--- src/rtl/bna_srl_pkg.sv ---
// Shared definitions for the BNA SRL feeder: loader states, default widths,
// and the mapping from fill count to the SRL tap address.
package bna_srl_pkg;

  localparam int DEF_DATA_WIDTH = 8;
  localparam int DEF_ADDR_WIDTH = 5;

  typedef enum logic {
    ST_IDLE  = 1'b0,
    ST_SHIFT = 1'b1
  } state_e;

  // The oldest valid bit sits at tap fill-1; an empty chain points at tap 0.
  function automatic int fill_to_addr(input int fill);
    return (fill == 0) ? 0 : fill - 1;
  endfunction

endpackage

--- src/rtl/srl_word_loader.sv ---
// Serializes parallel words into an SRL chain one bit per cycle and tracks the
// chain fill level. Bit order is MSB first; define SRL_WORD_LOADER_LSB_FIRST_EN for LSB first.
module srl_word_loader
  import bna_srl_pkg::*;
#(
  parameter int DATA_WIDTH = DEF_DATA_WIDTH,
  parameter int ADDR_WIDTH = DEF_ADDR_WIDTH
) (
  input  logic                  clk,
  input  logic                  rst,
  input  logic                  i_valid,
  output logic                  o_ready,
  input  logic [DATA_WIDTH-1:0] i_data,
  input  logic                  i_stall,
  input  logic                  i_clear,
  output logic                  o_srl_wr_en,
  output logic                  o_srl_data,
  output logic [ADDR_WIDTH-1:0] o_srl_addr,
  output logic [ADDR_WIDTH:0]   o_fill,
  output logic                  o_busy,
  output logic                  o_word_done
);

  localparam int CNT_W  = (DATA_WIDTH > 2) ? $clog2(DATA_WIDTH) : 1;
  localparam int FILL_W = ADDR_WIDTH + 1;
  localparam int DEPTH  = 2 ** ADDR_WIDTH;

  localparam logic [CNT_W-1:0]  CNT_LAST  = CNT_W'(DATA_WIDTH - 1);
  localparam logic [FILL_W-1:0] FILL_FULL = FILL_W'(DEPTH);

  state_e                state_q, state_d;
  logic [DATA_WIDTH-1:0] sreg_q, sreg_d;
  logic [CNT_W-1:0]      bit_cnt_q, bit_cnt_d;
  logic [FILL_W-1:0]     fill_q, fill_d;
  logic                  done_q, done_d;

  logic ready_c;
  logic wr_en_c;
  logic data_c;
  logic last_c;

  always_comb begin
    state_d   = state_q;
    sreg_d    = sreg_q;
    bit_cnt_d = bit_cnt_q;
    ready_c   = 1'b0;
    wr_en_c   = 1'b0;
    data_c    = 1'b0;
    last_c    = 1'b0;
    o_busy    = 1'b0;

    case (state_q)
      ST_IDLE: begin
        ready_c = !i_stall;
        if (i_valid && ready_c) begin
          sreg_d    = i_data;
          bit_cnt_d = '0;
          state_d   = ST_SHIFT;
        end
      end

      ST_SHIFT: begin
        o_busy = 1'b1;
        if (!i_stall) begin
          wr_en_c   = 1'b1;
`ifdef SRL_WORD_LOADER_LSB_FIRST_EN
          data_c    = sreg_q[0];
          sreg_d    = {1'b0, sreg_q[DATA_WIDTH-1:1]};
`else
          data_c    = sreg_q[DATA_WIDTH-1];
          sreg_d    = {sreg_q[DATA_WIDTH-2:0], 1'b0};
`endif
          bit_cnt_d = bit_cnt_q + CNT_W'(1);
          if (bit_cnt_q == CNT_LAST) begin
            // Accepting on the last bit keeps a continuous stream bubble-free.
            last_c  = 1'b1;
            ready_c = 1'b1;
            if (i_valid) begin
              sreg_d    = i_data;
              bit_cnt_d = '0;
            end else begin
              state_d = ST_IDLE;
            end
          end
        end
      end

      default: state_d = ST_IDLE;
    endcase
  end

  always_comb begin
    fill_d = fill_q;
    if (i_clear) begin
      fill_d = wr_en_c ? FILL_W'(1) : '0;
    end else if (wr_en_c && (fill_q != FILL_FULL)) begin
      fill_d = fill_q + FILL_W'(1);
    end
    done_d = last_c;
  end

  always_ff @(posedge clk or posedge rst) begin
    if (rst) begin
      state_q   <= ST_IDLE;
      sreg_q    <= '0;
      bit_cnt_q <= '0;
      fill_q    <= '0;
      done_q    <= 1'b0;
    end else begin
      state_q   <= state_d;
      sreg_q    <= sreg_d;
      bit_cnt_q <= bit_cnt_d;
      fill_q    <= fill_d;
      done_q    <= done_d;
    end
  end

  // Ready is held low for as long as reset is applied, not just until the next edge.
  assign o_ready     = ready_c && !rst;
  assign o_srl_wr_en = wr_en_c;
  assign o_srl_data  = data_c;
  assign o_fill      = fill_q;
  assign o_srl_addr  = ADDR_WIDTH'(fill_to_addr(int'(fill_q)));
  assign o_word_done = done_q;

endmodule

--- config.mk ---
export PLATFORM = sky130hd
export DESIGN_NAME = srl_word_loader
export DESIGN_NICKNAME = d
export VERILOG_FILES = /design/src/rtl/bna_srl_pkg.sv /design/src/rtl/srl_word_loader.sv
export SDC_FILE = /design/constraint.sdc
export NUM_CORES = 1
export LEC_CHECK = 0
export CORE_MARGIN = 1.5
export CORE_UTILIZATION = 45
export CTS_BUF_LIST = sky130_fd_sc_hd__clkbuf_4
export DETAILED_ROUTE_END_ITERATION = 6
export GPL_ROUTABILITY_DRIVEN = 0
export HOLD_SLACK_MARGIN = 0.02
export PLACE_DENSITY = 0.86
export SLEW_MARGIN = 20
export SYNTH_ARGS = -nofsm -noshare
export SYNTH_HDL_FRONTEND = slang
export SYNTH_SLANG_ARGS = --single-unit
--- constraint.sdc ---
create_clock -name clk -period 2 [get_ports clk]
set_input_delay 0.4 -clock clk [delete_from_list [all_inputs] [get_ports clk]]
set_output_delay 0.4 -clock clk [all_outputs]
set_load 0.01 [all_outputs]
# [Word level (Yosys, flattened, before mapping)]
# Index checks and enable logic that the tools add are counted.
[op_classes] n_addsub=3 multipliers=0 div_mod_pow=0 n_lt_le_gt_ge=0 n_eq_ne=4 shift=0 mux=28 bitwise=1 reduce_logical=8
[op_table] operator="$mux 8" count=4
[op_table] operator="$pmux 8 s2" count=1
[op_table] operator="$mux 1" count=13
[op_table] operator="$mux 3" count=4
[op_table] operator="$mux 6" count=2
[op_table] operator="$add 6x1->6 const B" count=1
[op_table] operator="$logic_not 6->1" count=1
[op_table] operator="$ne 6x6->1 const B" count=1
[op_table] operator="$pmux 3 s2" count=1
[op_table] operator="$mux 5" count=1
[op_table] operator="$sub 5x1->5 const B" count=1
[op_table] operator="$ne 2x2->1 const B" count=2
[op_table] operator="$pmux 1 s2" count=2
[op_table] operator="$add 3x1->3 const B" count=1
[op_table] operator="$eq 3x3->1 const B" count=1
[op_table] operator="$logic_and 1x1->1" count=3
[op_table] operator="$logic_not 1->1" count=2
[op_table] operator="$reduce_and 2->1" count=1
[op_table] operator="$reduce_bool 2->1" count=1
[op_table] operator="$not 1->1" count=1
[totals] register_bits=19 latch_bits=0 mem_bits_rw=0 romBits=0 in_bits=13 word_cells=49 mem_count=0

# [Logic depth before layout (Yosys ltp)]
[depth] word_depth=5 mapped_depth=6 ltp_nobuf=5

# [Worst setup path after synthesis]
# No wires, ideal clock.
[synth_timing] path_type="register to output" start="register fill_q[0], in the netlist o_fill[0]" end="output o_srl_addr[2]" t_arrival_ns=1.303 required_ns=1.600 path_slack_ns=0.297 stages_incl_launch_ff=6 cell_sequence="dfrtp_1 -> inv_1 -> ha_1 -> nor4b_2 -> and2b_1 -> nor2_1"
[synth_via] elab_chain_len=2
[synth_rtl] element="start: declaration" line_no="srl_word_loader.sv:34" rtl="logic [FILL_W-1:0] fill_q, fill_d;"
[synth_rtl] element="start signal: assignment" line_no="srl_word_loader.sv:113" rtl="fill_q <= fill_d;"
[synth_rtl] element="$sub 5x1->5 / $logic_not 6->1 (equally long branches)" line_no="bna_srl_pkg.sv:15" rtl="return (fill == 0) ? 0 : fill - 1;"
[synth_rtl] element="$mux 5 (*)" line_no="bna_srl_pkg.sv:15"
[synth_rtl] element="end: declaration" line_no="srl_word_loader.sv:18" rtl="output logic [ADDR_WIDTH-1:0] o_srl_addr,"
# Every way passes the cells marked *; elsewhere a longest branch is shown, timed or not.

# [Worst setup path in the final report]
[layout_timing] start="register fill_q[1], in the netlist o_fill[1]" end="output o_srl_addr[2]"
# The elaborated chain is that of the path after synthesis.

==> results by group <==
Timing
  – Final period utilization: 1.02
  – Worst Skew: around 7 ps
  – Slew headroom: 0.560
  – Hold_ws: 441 ps
  – Tmin final: 2040 ps
  – Final Hold Fails: 0
  – Max-slew violation count: 0
  – RSZ-0062 raised after global routing: true
  – Final setup viols: 3
  – Highest clock rate: 490 MHz
  – Worst Max-Slew Pin Slew: roughly 660 ps
  – Final worst slack: -42.7 ps

Worst setup path
  – R2R depth: 7
  – Slowest-stage cell, CP: dfrtp_1
  – Largest delay share family, worst path: simple AND/OR/NAND/NOR gates
  – Critical Path Source Type: flop
  – Worst path max stage delay: 410 ps
  – Register-to-register setup slack: 430 ps
  – Crit path DAT: ~1600 ps
  – Worst path depth: 7
  – Crit path cell chain: inv_2, ha_4, nor4b_4, and2b_2, buf_6, nor2_1, buf_2
  – Crit path capture type: primary output
  – CP Buf/Inv Count: 3
  – Worst r2r dst: o_fill[2]
  – Required @ worst endpoint: 1600 ps
  – Setup Crit Path Kind: reg2out
  – CP max FO: 4
  – Reg2reg start: o_fill[1]

Layout
  – Antenna diodes: 0
  – Most common cell after layout, fill and taps aside: clkdlybuf4s50_1
  – Nets@finish: 172
  – Share of cells above drive strength 1: 0.242
  – Layout Utilization: 0.680
  – Area Overhead vs Synth: 43.3%
  – Most frequent cells in the layout: clkdlybuf4s50_1 (20), dfrtp_1 (19), buf_4 (15)

Global routing
  – Grt ovf: 0
  – GRT Max-Usage Layer: met2
  – Aggregate global-route resource usage: 0.189
  – First-pass GRT wire length: 3730 microns
  – Routing usage on met2: 0.381
  – Met3 GRT Util: 0.00877
  – Initial antenna violation count: 0
  – GRT met1 Usage: 0.192
  – Largest net degree at the start of global routing: 20
  – Vias in the first global route: approximately 930

Routing
  – DRC Markers: 0
  – Post-Route WL: approximately 2200 microns
  – Antenna-violating nets left: 0
  – Initial DRC Count: 14
  – Via density: roughly 5.1
  – Via count: 927
  – Drt pass-1 iters: 4
  – WL/cell: 12.4 microns

Outcome
  – Status: finished with violations
  – Failing checks: setup timing

Flow run
  – Maxcap violations: 0

CTS
  – Root Buffer: clkbuf_4
  – Worst skew pair latency: 310 ps
  – Clock buffer count from CTS: 3
  – Clk sinks: 19
  – CTS clock-pin slew for the worst setup and hold paths: between 100 and 150 ps
  – CTS tree: yes
  – Max Root-Sink Buffers: 2
  – H-tree depth: 1

Floorplanning
  – Die height: slightly above 50 microns
  – Row count: 17
  – Total die area: approximately 0.0026 sq mm
  – Initial core utilization: 0.475
  – I/O pin cnt: 29
  – Die width: 51.3 microns
  – Core Area: 0.00221 sq mm

Hold path
  – Min-delay worst type: in2async

Pwr
  – Pleak: 0.729 nW
  – Worst ir drop on vdd: approximately 0.60 mV
  – PwrDens: 1000 mW/mm^2

Synthesis
  – Synth async-reset ratio: 1.00
  – YS warnings: 0
  – Synthesized area per cell: 9.72 sq um
  – EDFF count, synth: 0
  – Seq/Total Area, Yosys: 0.453
  – Synth Instances: 108
  – Register bit total from synthesis: 19
  – Syn_nets: between 100 and 150
  – Yosys cell types: 34
  – Top FF cell, synth: dfrtp_1
  – Cell area after synthesis: approximately 0.0010 sq mm

Placement
  – PortBufs: 28
  – Hpwl dp: 1670 microns
worst max path at each step:
stage	startpoint	endpoint	slack (ps)
finish	o_fill[1]	o_srl_addr[2]	-40
global route	o_fill[1]	o_srl_addr[3]	-100
CTS	o_fill[0]	o_srl_addr[0]	-6
detailed placement	i_stall	o_srl_data	-170
global placement	i_stall	o_srl_data	-150
floorplan	o_fill[0]	o_srl_addr[2]	300
power breakdown:
group	internal (mW)	switching, mW
Sequential	0.494	0.0718
Clock	0.0748	0.127
Combinational	0.406	0.338
cells by family after synthesis:
| kind of cell | count (synthesis) | share of synthesized area |
|---|---|---|
| AO/OA/AOI/OAI | 26 | 0.155 |
| XOR/XNOR | 3 | 0.0250 |
| adder cells (fa/ha/maj) | 5 | 0.0596 |
| buffers and inverters | 11 | 0.0453 |
| flip-flops | 19 | 0.453 |
| multiplexers | 8 | 0.0763 |
| AND/OR/NAND/NOR | 36 | 0.186 |
stage by stage:
stage          cell area (sq um)  TNS [ps]  power, mW  cells  setup WS, ps
2_1_floorplan               1050         0      0.954    108           297
3_3_place_gp                1430      -394       1.22    172          -152
3_5_place_dp                1430      -502       1.26    172          -172
4_1_cts                     1490     -6.83       1.48    179         -6.39
5_1_grt                     1500      -333       1.62    181         -98.8
6_report                    1500      -108       1.51    181         -42.7
layout make-up:
| type | instances | area [sq um] |
|---|---|---|
| clock inverters | 1 | 5.00 |
| fillers | 178 | 708 |
| inverters | 7 | 26.3 |
| flip-flops and latches | 19 | 475 |
| clock buffers | 3 | 22.5 |
| well taps | 28 | 35.0 |
| multi-input cells | 78 | 557 |
| repair buffers | 45 | 383 |
registers in the layout, indices dropped and copies added (netlist names):
name and cells:
sreg_q 8, o_fill 6, bit_cnt_q 3, o_word_done 1
state_q 1
worst register-to-register path: stages, from the launching register on:
cell and delay, ps:
dfrtp_1 380, inv_2 60, ha_4 150, nor4b_4 120, buf_4 130, buf_4 120, a21oi_1 310, a32o_1 230
per-layer routing:
layer / wire [microns] / up-vias / part of all wire
met5: 0 / - / 0
met4: 47 / 0 / 0.021
met3: 86 / 7 / 0.038
met2: 1250 / 27 / 0.56
met1: 861 / 432 / 0.38
li1: - / 461 / -
cell usage after synthesis (2+ instances only):
library cell	number	area, sq um
dfrtp_1	19	475
nand2_1	12	45.0
o21ai_1	9	45.0
mux2i_1	8	80.1
nor2_1	8	30.0
inv_1	7	26.3
ha_1	5	62.6
a21oi_1	4	20.0
o21ai_0	4	20.0
nand2b_1	3	18.8
xnor2_1	3	26.3
a22o_1	2	17.5
buf_2	2	10.0
or3_1	2	12.5
what timing repair did:
| action | 4_1_cts | 5_1_grt |
|---|---|---|
| endpoints found under the setup margin | 8 | 5 |
| setup buffers | 3 | 2 |
| gates resized for setup | 33 | 3 |
| pin swaps | 2 | 1 |
| hold buffers | 0 | 0 |
| endpoints found under the hold margin | 0 | 0 |
Note: power is estimated with default switching activity, not from simulation.
